<file path="src/rtl/full_adder.sv">
// One-bit full adder; the bit cell that every slice ripple chain is built from.
module full_adder (
    input  logic a,
    input  logic b,
    input  logic cin,
    output logic sum,
    output logic cout
);

    assign sum  = a ^ b ^ cin;
    assign cout = (a & b) | (cin & (a ^ b));

endmodule

</file>
<file path="src/rtl/pipelined_adder_adder_slice.sv">
// CHUNK-bit combinational ripple adder for one pipeline slice, built from full_adder cells.
// Also exposes the carry into its top bit so the final slice can derive signed overflow.
module adder_slice #(
    parameter int CHUNK = 8
) (
    input  logic [CHUNK-1:0] a,
    input  logic [CHUNK-1:0] b,
    input  logic             cin,
    output logic [CHUNK-1:0] sum,
    output logic             cout,
    output logic             msb_cin
);

    logic [CHUNK:0] carry;

    assign carry[0] = cin;

    for (genvar i = 0; i < CHUNK; i++) begin : g_bit
        full_adder u_fa (
            .a    (a[i]),
            .b    (b[i]),
            .cin  (carry[i]),
            .sum  (sum[i]),
            .cout (carry[i+1])
        );
    end

    assign cout    = carry[CHUNK];
    assign msb_cin = carry[CHUNK-1];

endmodule

</file>
<file path="src/rtl/pipelined_adder.sv">
// Pipelined add/subtract unit: one CHUNK-bit slice resolved per stage, carry registered between
// stages, valid/ready handshake with a global stall whenever the output is held by backpressure.
module pipelined_adder #(
    parameter int WIDTH  = 32,
    parameter int STAGES = 4
) (
    input  logic             iClk,
    input  logic             iRst_n,
    input  logic             iValid,
    output logic             oReady,
    input  logic [WIDTH-1:0] iA,
    input  logic [WIDTH-1:0] iB,
    input  logic             iCarry,
    input  logic             iSub,
    output logic             oValid,
    input  logic             iReady,
    output logic [WIDTH-1:0] oSum,
    output logic             oCarry,
    output logic             oOverflow
);

    localparam int CHUNK = WIDTH / STAGES;

    if ((STAGES < 1) || (STAGES > WIDTH) || ((WIDTH % STAGES) != 0)) begin : g_bad_params
        $error("pipelined_adder: WIDTH (%0d) must be a multiple of STAGES (%0d), 1 <= STAGES <= WIDTH",
               WIDTH, STAGES);
    end

    logic adv;

    logic [STAGES-1:0] valid_q;
    logic [STAGES-1:0] carry_q;
    logic [WIDTH-1:0]  sum_q [STAGES];
    logic [WIDTH-1:0]  a_q   [STAGES];
    logic [WIDTH-1:0]  b_q   [STAGES];
    logic              ovf_q;

    logic [STAGES-1:0] valid_d;
    logic [STAGES-1:0] carry_d;
    logic [WIDTH-1:0]  sum_d [STAGES];
    logic [WIDTH-1:0]  a_d   [STAGES];
    logic [WIDTH-1:0]  b_d   [STAGES];

    logic [CHUNK-1:0]  slice_sum  [STAGES];
    logic [STAGES-1:0] slice_cout;
    logic              slice_msb  [STAGES];

    assign adv    = ~valid_q[STAGES-1] | iReady;
    assign oReady = adv;

    // Operand skew registers shift right by one slice per stage, so every stage consumes the low
    // CHUNK bits; result slices enter at the top and shift down, landing in place after STAGES.
    for (genvar k = 0; k < STAGES; k++) begin : g_stage
        logic [WIDTH-1:0] a_in;
        logic [WIDTH-1:0] b_in;
        logic [WIDTH-1:0] sum_in;
        logic             cin_in;
        logic             valid_in;

        if (k == 0) begin : g_first
            assign a_in     = iA;
            assign b_in     = iSub ? ~iB : iB;
            assign cin_in   = iSub | iCarry;
            assign sum_in   = '0;
            assign valid_in = iValid;
        end else begin : g_next
            assign a_in     = a_q[k-1];
            assign b_in     = b_q[k-1];
            assign cin_in   = carry_q[k-1];
            assign sum_in   = sum_q[k-1];
            assign valid_in = valid_q[k-1];
        end

        adder_slice #(
            .CHUNK (CHUNK)
        ) u_slice (
            .a       (a_in[CHUNK-1:0]),
            .b       (b_in[CHUNK-1:0]),
            .cin     (cin_in),
            .sum     (slice_sum[k]),
            .cout    (slice_cout[k]),
            .msb_cin (slice_msb[k])
        );

        assign valid_d[k] = valid_in;
        assign carry_d[k] = slice_cout[k];
        assign a_d[k]     = a_in >> CHUNK;
        assign b_d[k]     = b_in >> CHUNK;
        assign sum_d[k]   = (sum_in >> CHUNK) | (WIDTH'(slice_sum[k]) << (WIDTH - CHUNK));
    end

    always_ff @(posedge iClk or negedge iRst_n) begin
        if (!iRst_n) begin
            valid_q <= '0;
            carry_q <= '0;
            ovf_q   <= 1'b0;
            for (int k = 0; k < STAGES; k++) begin
                sum_q[k] <= '0;
                a_q[k]   <= '0;
                b_q[k]   <= '0;
            end
        end else if (adv) begin
            valid_q <= valid_d;
            carry_q <= carry_d;
            ovf_q   <= slice_cout[STAGES-1] ^ slice_msb[STAGES-1];
            for (int k = 0; k < STAGES; k++) begin
                sum_q[k] <= sum_d[k];
                a_q[k]   <= a_d[k];
                b_q[k]   <= b_d[k];
            end
        end
    end

    assign oValid    = valid_q[STAGES-1];
    assign oSum      = sum_q[STAGES-1];
    assign oCarry    = carry_q[STAGES-1];
    assign oOverflow = ovf_q;

endmodule

</file>
<file path="config.mk">
export PLATFORM = sky130hd
export DESIGN_NAME = pipelined_adder
export DESIGN_NICKNAME = d
export VERILOG_FILES = /design/src/rtl/full_adder.sv /design/src/rtl/pipelined_adder_adder_slice.sv /design/src/rtl/pipelined_adder.sv
export SDC_FILE = /design/constraint.sdc
export NUM_CORES = 1
export LEC_CHECK = 0
export CORE_MARGIN = 5
export CORE_UTILIZATION = 25
export CTS_CLUSTER_DIAMETER = 80
export DETAILED_ROUTE_END_ITERATION = 8
export GPL_ROUTABILITY_DRIVEN = 1
export PLACE_DENSITY = 0.45
export REMOVE_ABC_BUFFERS = 1
export SLEW_MARGIN = 40
export SYNTH_ARGS = -nofsm -noshare
export SYNTH_HDL_FRONTEND = slang
export SYNTH_HIERARCHICAL = 1
export SYNTH_SLANG_ARGS = --single-unit
</file>
<file path="constraint.sdc">
create_clock -name iClk -period 4.2 [get_ports iClk]
set_clock_uncertainty 0.15 [all_clocks]
set_input_delay 1.05 -clock iClk [delete_from_list [all_inputs] [get_ports iClk]]
set_output_delay 1.05 -clock iClk [all_outputs]
set_load 0.005 [all_outputs]
</file>
-- Word-level counts from Yosys, hierarchy flattened
Cells that the tools add are included.
- bits in registers: 209
- bits of input ports: 70
- output and inout port bits: 36
- logic and storage cells: 182
- multiplexer cells: 1
- bitwise operators: 168
- operators by type and width (operator ; number):
    bitwise OR 24 x 32 -> 32 bit ; 3
    bitwise XOR 1 bit ; 65
    bitwise AND 1 bit ; 64
    bitwise OR 1 bit ; 34
    two-way mux 32 bit ; 1
    NOT 32 bit ; 1
    NOT 1 bit ; 1

-- Depth between registers and ports, before layout
Gate-level depths: netlist of the first run.
- word-level depth: 19
- mapped depth: 12
- gate-level depth less buffers: 10

-- By module
The synthesis of the first run kept the hierarchy.
- modules (own cells, without submodules) (module ; instances ; cells each ; area each (um^2) ; seq. area each (um^2)):
    pipelined_adder ; 1 ; 430 ; 7758.7 ; 4629.4
    full_adder ; 32 ; 1 ; 20.0 ; 0.0

-- Worst setup path after synthesis of the first run
Ideal clock, no wire load.
- kind: input -> register
- from: input iSub
- to: register sum_q, in the netlist g_stage[1].sum_in[31]
- setup time: 125 ps
- arrival: 5021 ps
- required time: 3925 ps
- path slack: -1096 ps
- stages: 12
- path buffers: 2
- path through: buf_2 -> buf_2 -> or2_2 -> fa_1 -> fa_1 -> fa_1 -> fa_1 -> fa_1 -> fa_1 -> fa_1 -> fa_1 -> mux2_2
- RTL lines (element ; line ; text):
    from (decl) ; pipelined_adder.sv:14 ; input logic iSub,
    to (signal, indexed assignment) ; pipelined_adder.sv:107 ; sum_q[k] <= sum_d[k];
    to (decl) ; pipelined_adder.sv:33 ; logic [WIDTH-1:0] sum_q [STAGES];

==> reports/results.ini, run 1 <==
[floorplan]
die_x_microns=193
core-area_sq_mm=0.0334
ios=106
die_h_microns=193
dieArea_sq_mm=0.0374
num_rows=67
initial_core_util_pct=25.2

[timing]
worst_pin_slew_ps=955
max_freq_mhz=230
setup_viol=2
hold_ws_ps=308
layout_setup_ws_ps=-154
tns_ps=-222
rsz0062_at_grt=yes
hold_violations=0
period_minus_slack_ps=4350
period_share_pct=104
slew_violations=0
timing.slew.headroom_pct=36.3

[outcome]
violations=negative setup slack
outcome=complete, but fails checks

[cells_and_area]
layout.nets=675
diodes=0
drive_gt1_share_pct=43.4
synthToLayoutAreaGrowth_pct=26.4

[drt]
initialDrtViolationCount=108
antenna_left=0
firstDrtPassIters=3
vias=3949
drc=0
wl_per_cell_microns=15.1
drt-total-wl_microns=15600
detail_route.vias_per_cell=3.82

[power_and_ir_drop]
leakagePower_uw=0.00471
power_density_mw_per_mm2=730
peakVddDrop_uv=268

[global_routing]
antenna_found_initial=0
grt_pass1_wl_microns=26200
grt_pass1_vias=4684
grt_max_degree=118
grt.total_usage_pct=8.78
grt-ovfl-total=0

[synth]
ys_seq_area_share_pct=55.1
ys_warn_count=6
syn_area_sq_mm=0.00840
syn_area_per_cell_sq_um=18.2
ys_types=9
synthCells=462
synth_seq_cells=185

[cts]
postCtsSetupBuffers=0
clock_sinks=185
htreeDepth=4
root_buffer=clkbuf_16
hold_buffers=0
cts_tree=done
clkTransAtPathRegs_ps=70
numCtsBuffers=17
clockBufferDepth=2
insertion_delay_ps=430

[hold_path]
hp-class=flip-flop to flip-flop

[setup_path]
cp-start-kind=input port
worst_ep_required_time_ps=4370
worstPathArrival_ps=4520
path_class=input port to flip-flop
critPathMaxFanout=3
end_kind=flip-flop

[run]
drv_cap=0

[placement]
hpwl_microns=10100
port_buffers=105
gp_congestion=0.683

worst max-delay path: stages:
cell	delay (ps)
buf_12	120
or2_4	250
fa_2	340
fa_2	350
fa_2	360
fa_2	350
fa_2	340
fa_2	340
fa_2	350
fa_2	400
mux2_2	260
registers in the layout, summed over array words and instances (netlist names):
signal          cells
g_stage.b_in       48
oSum               32
carry_q             4
g_stage.sum_in     48
oOverflow           1
valid_q             4
g_stage.a_in       48
where the power goes:
group	switching, uW	internal [uW]	total, uW
combinational	909	2000	2910
sequential	512	2600	3110
clock	723	1000	1730
cell usage after synthesis:
| cell | number | area [sq um] |
|---|---|---|
| or2_2 | 1 | 6.26 |
| mux2_4 | 138 | 2070 |
| dfrtp_1 | 185 | 4630 |
| buf_2 | 8 | 40.0 |
| mux2_2 | 46 | 518 |
| buf_6 | 17 | 191 |
| xor2_1 | 33 | 289 |
| fa_1 | 32 | 641 |
| nand2b_1 | 2 | 12.5 |
cell families (layout without fill, tap and decap cells):
family | Yosys count | in the layout | share of synthesized area (%)
xor+xnor | 33 | 33 | 3.44
fa+ha+maj | 32 | 32 | 7.63
buf+inv | 25 | 148 | 2.76
flops | 185 | 185 | 55.1
mux | 184 | 184 | 30.8
simple gates | 3 | 3 | 0.223
placed cells by master (no fill, tap or decap):
master / count
fa_2: 23
clkinvlp_4: 2
xor2_1: 33
or2_4: 1
dlygate4sd2_1: 1
fa_1: 9
bufinv_16: 4
buf_2: 1
clkbuf_1: 1
clkbuf_16: 18
nand2b_4: 1
mux2_2: 46
clkdlybuf4s15_1: 1
dfrtp_1: 185
nand2b_1: 1
buf_4: 9
inv_6: 3
clkinv_2: 2
clkinv_4: 1
clkdlybuf4s50_1: 100
mux2_4: 138
inv_8: 1
buf_12: 4
layer usage:
metal  track usage [%]  vias to the layer above  routed length [microns]
li1                  -                     1798                        -
met1              11.8                     2066                     7640
met2              13.4                       73                     7170
met3              3.08                       12                      644
met4              2.68                        0                      184
met5                 0                        -                        0
final cells by class:
type	count	area (sq um)
fillers	3300	22800
flip-flops and latches	185	4630
multi-input cells	252	3610
repair buffers	117	1200
well taps	448	561
clock buffers	18	429
clock inverters	13	191
path summary, 6_finish.rpt:
check | startpoint | to | slack [ps] | depth (start not counted)
max in group asynchronous | iRst_n | oSum[29] | 2760 | 2
min in group asynchronous | iRst_n | oSum[2] | 430 | 1
hold / removal | valid_q[2] | valid_q[3] | 310 | 1
hold reg to reg | valid_q[2] | valid_q[3] | 310 | 1
setup reg to reg | g_stage[2].a_in[0] | g_stage[3].sum_in[31] | 150 | 9
setup / recovery | iSub | g_stage[1].sum_in[31] | -150 | 11
stage by stage:
stage | instance area (sq um) | instances | setup slack (ps) | utilization, % | total power (uW)
3_5_place_dp | 9920 | 1002 | -1310 | 29.7 | 6080
3_3_place_gp | 9910 | 1002 | -1260 | 29.7 | 5990
2_1_floorplan | 8170 | 437 | -4400 | - | 5510
6_report | 10600 | 1033 | -154 | 31.8 | 7750
4_1_cts | 10600 | 1033 | -137 | 31.8 | 7930
5_1_grt | 10600 | 1033 | -183 | 31.8 | 8290
repair_timing:
| item | CTS | global route |
|---|---|---|
| pin swaps | 1 | 1 |
| endpoints found under the hold margin | 0 | 0 |
| endpoints found under the setup margin | 11 | 7 |
| gates resized for setup | 30 | 4 |
Note: power is estimated with default switching activity, not from simulation.
==> inputs of run 2 (changes only) <==
--- a/config.mk
+++ b/config.mk
@@ -11,6 +11,7 @@
 export DETAILED_ROUTE_END_ITERATION = 8
 export GPL_ROUTABILITY_DRIVEN = 1
 export PLACE_DENSITY = 0.45
+export RECOVER_POWER = 25
 export REMOVE_ABC_BUFFERS = 1
 export SLEW_MARGIN = 40
 export SYNTH_ARGS = -nofsm -noshare
==> constraint.sdc (replaced) <==
create_clock -name iClk -period 4.2 [get_ports iClk]
set_clock_uncertainty 0.15 [all_clocks]
set_input_delay 0.63 -clock iClk [delete_from_list [all_inputs] [get_ports iClk]]
set_output_delay 0.63 -clock iClk [all_outputs]
set_load 0.005 [all_outputs]
==> reports/results.ini, run 2 (synthesized netlist as in run 1, its figures left out) <==
[setup_path]
path_cells=clkdlybuf4s50_1, xor2_1, fa_2, fa_2, fa_2, fa_2, fa_2, fa_2, fa_2, fa_2, mux2_2
path_class=input port to flip-flop
cp_num_buf_inv=1  ; unchanged
cp-start-kind=input port
critPathMaxFanout=1  ; -2
worst_path_max_delay_cell=clkdlybuf4s50_1
worstPathArrival_ps=4370  ; -150 ps
end_kind=flip-flop
cp_top_family=adder cells
max_stage_delay_ps=420  ; +20 ps
worst_ep_required_time_ps=4370  ; about the same
crit_top_cell=fa_2

[drt]
initialDrtViolationCount=124  ; +15%
drt-total-wl_microns=15500  ; -0.81%
detail_route.vias_per_cell=3.84  ; +0.45%
firstDrtPassIters=4  ; +1
drc=0  ; unchanged
wl_per_cell_microns=15.1  ; -0.62%
vias=3959  ; +0.25%
antenna_left=0  ; unchanged

[power_and_ir_drop]
leakagePower_uw=0.00470  ; -0.17%
peakVddDrop_uv=271  ; +1.2%
total_power_uw=7780  ; +0.39%
power_density_mw_per_mm2=734  ; +0.52%

[placement]
dp_slack_ps=-923  ; +389 ps
gp_congestion=0.677  ; -0.78%
place_area_sq_mm=0.00992  ; about the same
hpwl_microns=10200  ; +1.5%
port_buffers=105  ; unchanged

[timing]
timing.slew.headroom_pct=-40.5  ; -77 points
slew_violations=83  ; +83
hold_violations=0  ; unchanged
period_share_pct=100  ; -3.7 points
max_freq_mhz=238  ; +3.7%
worst_pin_slew_ps=2110  ; +1150 ps
rsz0062_at_grt=yes
layout_setup_ws_ps=1.97  ; +156 ps
period_minus_slack_ps=4200  ; -156 ps
setup_viol=0  ; -2

[outcome]
outcome=complete, but fails checks
violations=max-capacitance violations, max-slew violations

[cells_and_area]
synthToLayoutAreaGrowth_pct=26.2
diodes=0  ; unchanged
layout_common_cells=dfrtp_1 (185), mux2_4 (138), clkdlybuf4s50_1 (102)
drive_gt1_share_pct=43.1  ; -0.37 points
fin_util_pct=31.8  ; -0.041 points
layout.nets=673  ; -0.30%
layout_commonest_cell=dfrtp_1
final_cell_area_sq_mm=0.0106  ; -0.13%

[global_routing]
grt.total_usage_pct=8.78  ; about the same
grt_pass1_wl_microns=26300  ; +0.39%
antenna_found_initial=0  ; unchanged
grt_max_degree=83  ; -30%
grt_pass1_vias=4719  ; +0.75%
grt-ovfl-total=0  ; unchanged

[floorplan]
ios=106  ; unchanged
die_h_microns=193  ; unchanged
initial_core_util_pct=25.2  ; unchanged
core-area_sq_mm=0.0334  ; unchanged
die_x_microns=193  ; unchanged
dieArea_sq_mm=0.0374  ; unchanged
num_rows=67  ; unchanged

[cts]
postCtsSetupBuffers=0  ; unchanged
cts_tree=done
clockBufferDepth=2  ; unchanged
clock_sinks=185  ; unchanged
clkTransAtPathRegs_ps=70  ; about the same
hold_buffers=0  ; unchanged
insertion_delay_ps=430  ; about the same
htreeDepth=4  ; unchanged
root_buffer=clkbuf_16
numCtsBuffers=17  ; unchanged

[run]
drv_cap=1  ; +1

[hold_path]
hp-class=flip-flop to flip-flop

## run 2: cell types whose count changed in the layout (fill, tap and decap cells not counted), moves of 2 or more
| cell | delta |
|---|---|
| buf_4 | -3 |
| clkbuf_8 | +3 |
| inv_6 | -3 |
| buf_12 | -2 |
| clkdlybuf4s50_1 | +2 |
| clkinv_2 | -2 |
## run 2: final timing paths
path                       cells after the start                     to               start  slack, ps
min                                            1             valid_q[3]          valid_q[2]        330
min reg2reg                                    1             valid_q[3]          valid_q[2]        330
max in group asynchronous                      2  g_stage[2].sum_in[28]              iRst_n       1160
max                                           11  g_stage[1].sum_in[31]               iB[0]          2
max reg2reg                                    9  g_stage[2].sum_in[31]  g_stage[1].a_in[0]        140
min in group asynchronous                      1                oSum[2]              iRst_n        660
## run 2: timing repair
action | CTS | global route
endpoints found under the setup margin | 10 | 4
pin swaps | 1 | 1
gates resized for setup | 22 | 4
## run 2: area by class of cell
cell class / count / area (sq um)
Sequential cell: 185 / 4630
Fill cell: 3315 / 22800
Clock buffer: 22 / 474
Multi-Input combinational cell: 252 / 3610
Tap cell: 448 / 561
Clock inverter: 9 / 164
Timing Repair Buffer: 115 / 1160
## run 2: metrics by stage
| stage | TNS [ps] | hold slack [ps] | instances |
|---|---|---|---|
| 2_1_floorplan | -724230 | 184 | 437 |
| 3_3_place_gp | -3000 | 298 | 999 |
| 3_5_place_dp | -3350 | 324 | 1000 |
| 4_1_cts | 0 | 103 | 1031 |
| 5_1_grt | -66.6 | 350 | 1031 |
| 6_report | 0 | 333 | 1031 |
## run 2: routing by layer
metal	track usage, %	up-vias	share of wire (%)
met2	13.1	71	45
li1	-	1800	-
met3	2.57	12	3.8
met1	12.0	2076	49
met4	3.62	0	1.6
met5	0	-	0
## run 2: power breakdown
part / switching, uW / total, uW / leakage [uW] / internal [uW]
clock network: 704 / 1750 / 0.000305 / 1050
registers: 512 / 3110 / 0.00215 / 2600
logic: 906 / 2910 / 0.00224 / 2010
total: 2120 / 7780 / 0.00470 / 5660
==> inputs of run 3 (changes only) <==
--- a/config.mk
+++ b/config.mk
@@ -13,6 +13,7 @@
 export PLACE_DENSITY = 0.45
 export RECOVER_POWER = 25
 export REMOVE_ABC_BUFFERS = 1
+export SETUP_SLACK_MARGIN = 0.2
 export SLEW_MARGIN = 40
 export SYNTH_ARGS = -nofsm -noshare
 export SYNTH_HDL_FRONTEND = slang
==> reports/results.ini, run 3 (synthesized netlist as in run 1, its figures left out) <==
[timing]
slew_violations=83  ; unchanged
hold_violations=0  ; unchanged
setup_viol=0  ; unchanged
period_share_pct=95.5  ; -4.4 points
period_minus_slack_ps=4010  ; -185 ps
max_freq_mhz=249  ; +4.6%
worst_pin_slew_ps=2110  ; +5.34 ps
tns_ps=0  ; unchanged
timing.slew.headroom_pct=-40.8  ; -0.36 points
rsz0062_at_grt=yes
hold_ws_ps=333  ; unchanged

[cts]
htreeDepth=4  ; unchanged
clock_sinks=185  ; unchanged
root_buffer=clkbuf_16
insertion_delay_ps=430  ; about the same
cts_tree=done
clkTransAtPathRegs_ps=70  ; about the same
numCtsBuffers=17  ; unchanged
clockBufferDepth=2  ; unchanged

[power_and_ir_drop]
leakagePower_uw=0.00470  ; about the same
peakVddDrop_uv=271  ; about the same
total_power_uw=7810  ; +0.35%
power_density_mw_per_mm2=734  ; about the same

[placement]
port_buffers=105  ; unchanged
gp_congestion=0.677  ; unchanged
hpwl_microns=10200  ; unchanged
dp.cells=1000  ; unchanged

[global_routing]
grt_pass1_vias=4731  ; +0.25%
grt.total_usage_pct=8.81  ; +0.034 points
grt_pass1_wl_microns=26400  ; +0.32%
antenna_found_initial=0  ; unchanged
grt_max_degree=83  ; unchanged
grt-ovfl-total=0  ; unchanged

[cells_and_area]
nFillCells=3312  ; -0.090%
fin_util_pct=31.9  ; +0.094 points
layout_commonest_cell=dfrtp_1
layout.nets=674  ; +0.15%
regArea_sq_mm=0.00463  ; unchanged
drive_gt1_share_pct=44.3  ; +1.3 points
stdcell_count=1032  ; +0.097%
synthToLayoutAreaGrowth_pct=26.6
diodes=0  ; unchanged
multi_input_area_sq_mm=0.00363  ; +0.62%
layout_common_cells=dfrtp_1 (185), mux2_4 (138), clkdlybuf4s50_1 (100)

[floorplan]
num_rows=67  ; unchanged
die_x_microns=193  ; unchanged
initial_core_util_pct=25.2  ; unchanged
ios=106  ; unchanged
die_h_microns=193  ; unchanged
dieArea_sq_mm=0.0374  ; unchanged
core-area_sq_mm=0.0334  ; unchanged

[drt]
detail_route.vias_per_cell=3.84  ; about the same
wl_per_cell_microns=15.1  ; +0.30%
antenna_left=0  ; unchanged
vias=3964  ; +0.13%
firstDrtPassIters=4  ; unchanged
drc=0  ; unchanged
initialDrtViolationCount=123  ; -0.81%
drt-total-wl_microns=15600  ; +0.40%

[setup_path]
worst_path_max_delay_cell=fa_2
rr_worst_depth=10  ; +1
cp-start-kind=input port
critPathCapture=g_stage[1].sum_in[31]
path_cells=dlygate4sd2_1, xor2_2, fa_2, fa_2, fa_2, fa_2, fa_2, fa_2, fa_2, fa_2, mux2_2
crit_top_cell=fa_2
r2r-start=g_stage[3].a_in[0]
critPathMaxFanout=1  ; unchanged
worst_ep_required_time_ps=4370  ; about the same
worstPathArrival_ps=4180  ; -190 ps
path_class=input port to flip-flop
end_kind=flip-flop
worst-r2r-setup-slack_ps=250  ; +110 ps
cp-startpoint=iB[0]
max_stage_delay_ps=400  ; -20 ps
r2r_end=oOverflow

[run]
drv_cap=1  ; unchanged

[outcome]
violations=max-capacitance violations, max-slew violations
outcome=complete, but fails checks

[hold_path]
hp-class=flip-flop to flip-flop

[run 3: metal layers]
layer,global-route usage (%),vias to the layer above,routed length [microns]
met2,13.2,71,7120
met3,2.57,12,586
met1,12.0,2081,7630
met4,3.62,0,251
met5,0,-,0
li1,-,1800,-
[run 3: where the power goes]
group / switching [uW] / leakage [uW] / internal (uW)
clock network: 701 / 0.000305 / 1050
logic: 914 / 0.00225 / 2020
registers: 518 / 0.00215 / 2600
[run 3: final cells by class]
type                            instances  area share, %
Clock buffer                           22           4.46
Clock inverter                          9           1.54
Tap cell                              448           5.27
Sequential cell                       185           43.5
Multi-Input combinational cell        252           34.2
Timing Repair Buffer                  116           11.0
[run 3: stage by stage]
| step | setup WS, ps | area [sq um] |
|---|---|---|
| 3_5_place_dp | -923 | 9920 |
| 2_1_floorplan | -3980 | 8170 |
| 5_1_grt | 116 | 10600 |
| 4_1_cts | 128 | 10600 |
| 6_report | 187 | 10600 |
| 3_3_place_gp | -846 | 9890 |
[run 3: how the worst min path moves through the flow]
| stage | end | start | slack (ps) | depth (start not counted) |
|---|---|---|---|---|
| 6_report | valid_q[3] | valid_q[2] | 330 | 1 |
| 5_1_grt | g_stage[3].sum_in[9] | g_stage[2].sum_in[17] | 350 | 1 |
| 4_1_cts | oSum[5] | iRst_n | 100 | 1 |
| 3_5_place_dp | valid_q[3] | valid_q[2] | 320 | 1 |
| 3_3_place_gp | valid_q[3] | valid_q[2] | 300 | 1 |
| 2_1_floorplan | carry_q[0] | iRst_n | 180 | 0 |
[run 3: worst max-delay path: cells and delay by family]
kind | cells | cell delay, ps
xor gates and xnor gates | 1 | 160
adders and majority gates | 8 | 2870
buffers and inverters | 1 | 260
muxes | 1 | 260
[run 3: timing repair]
item,in CTS,in global routing
setup endpoints to repair,10,7
gates resized for setup,32,6
setup buffers,1,0
pin swaps,1,1
hold buffers,0,0
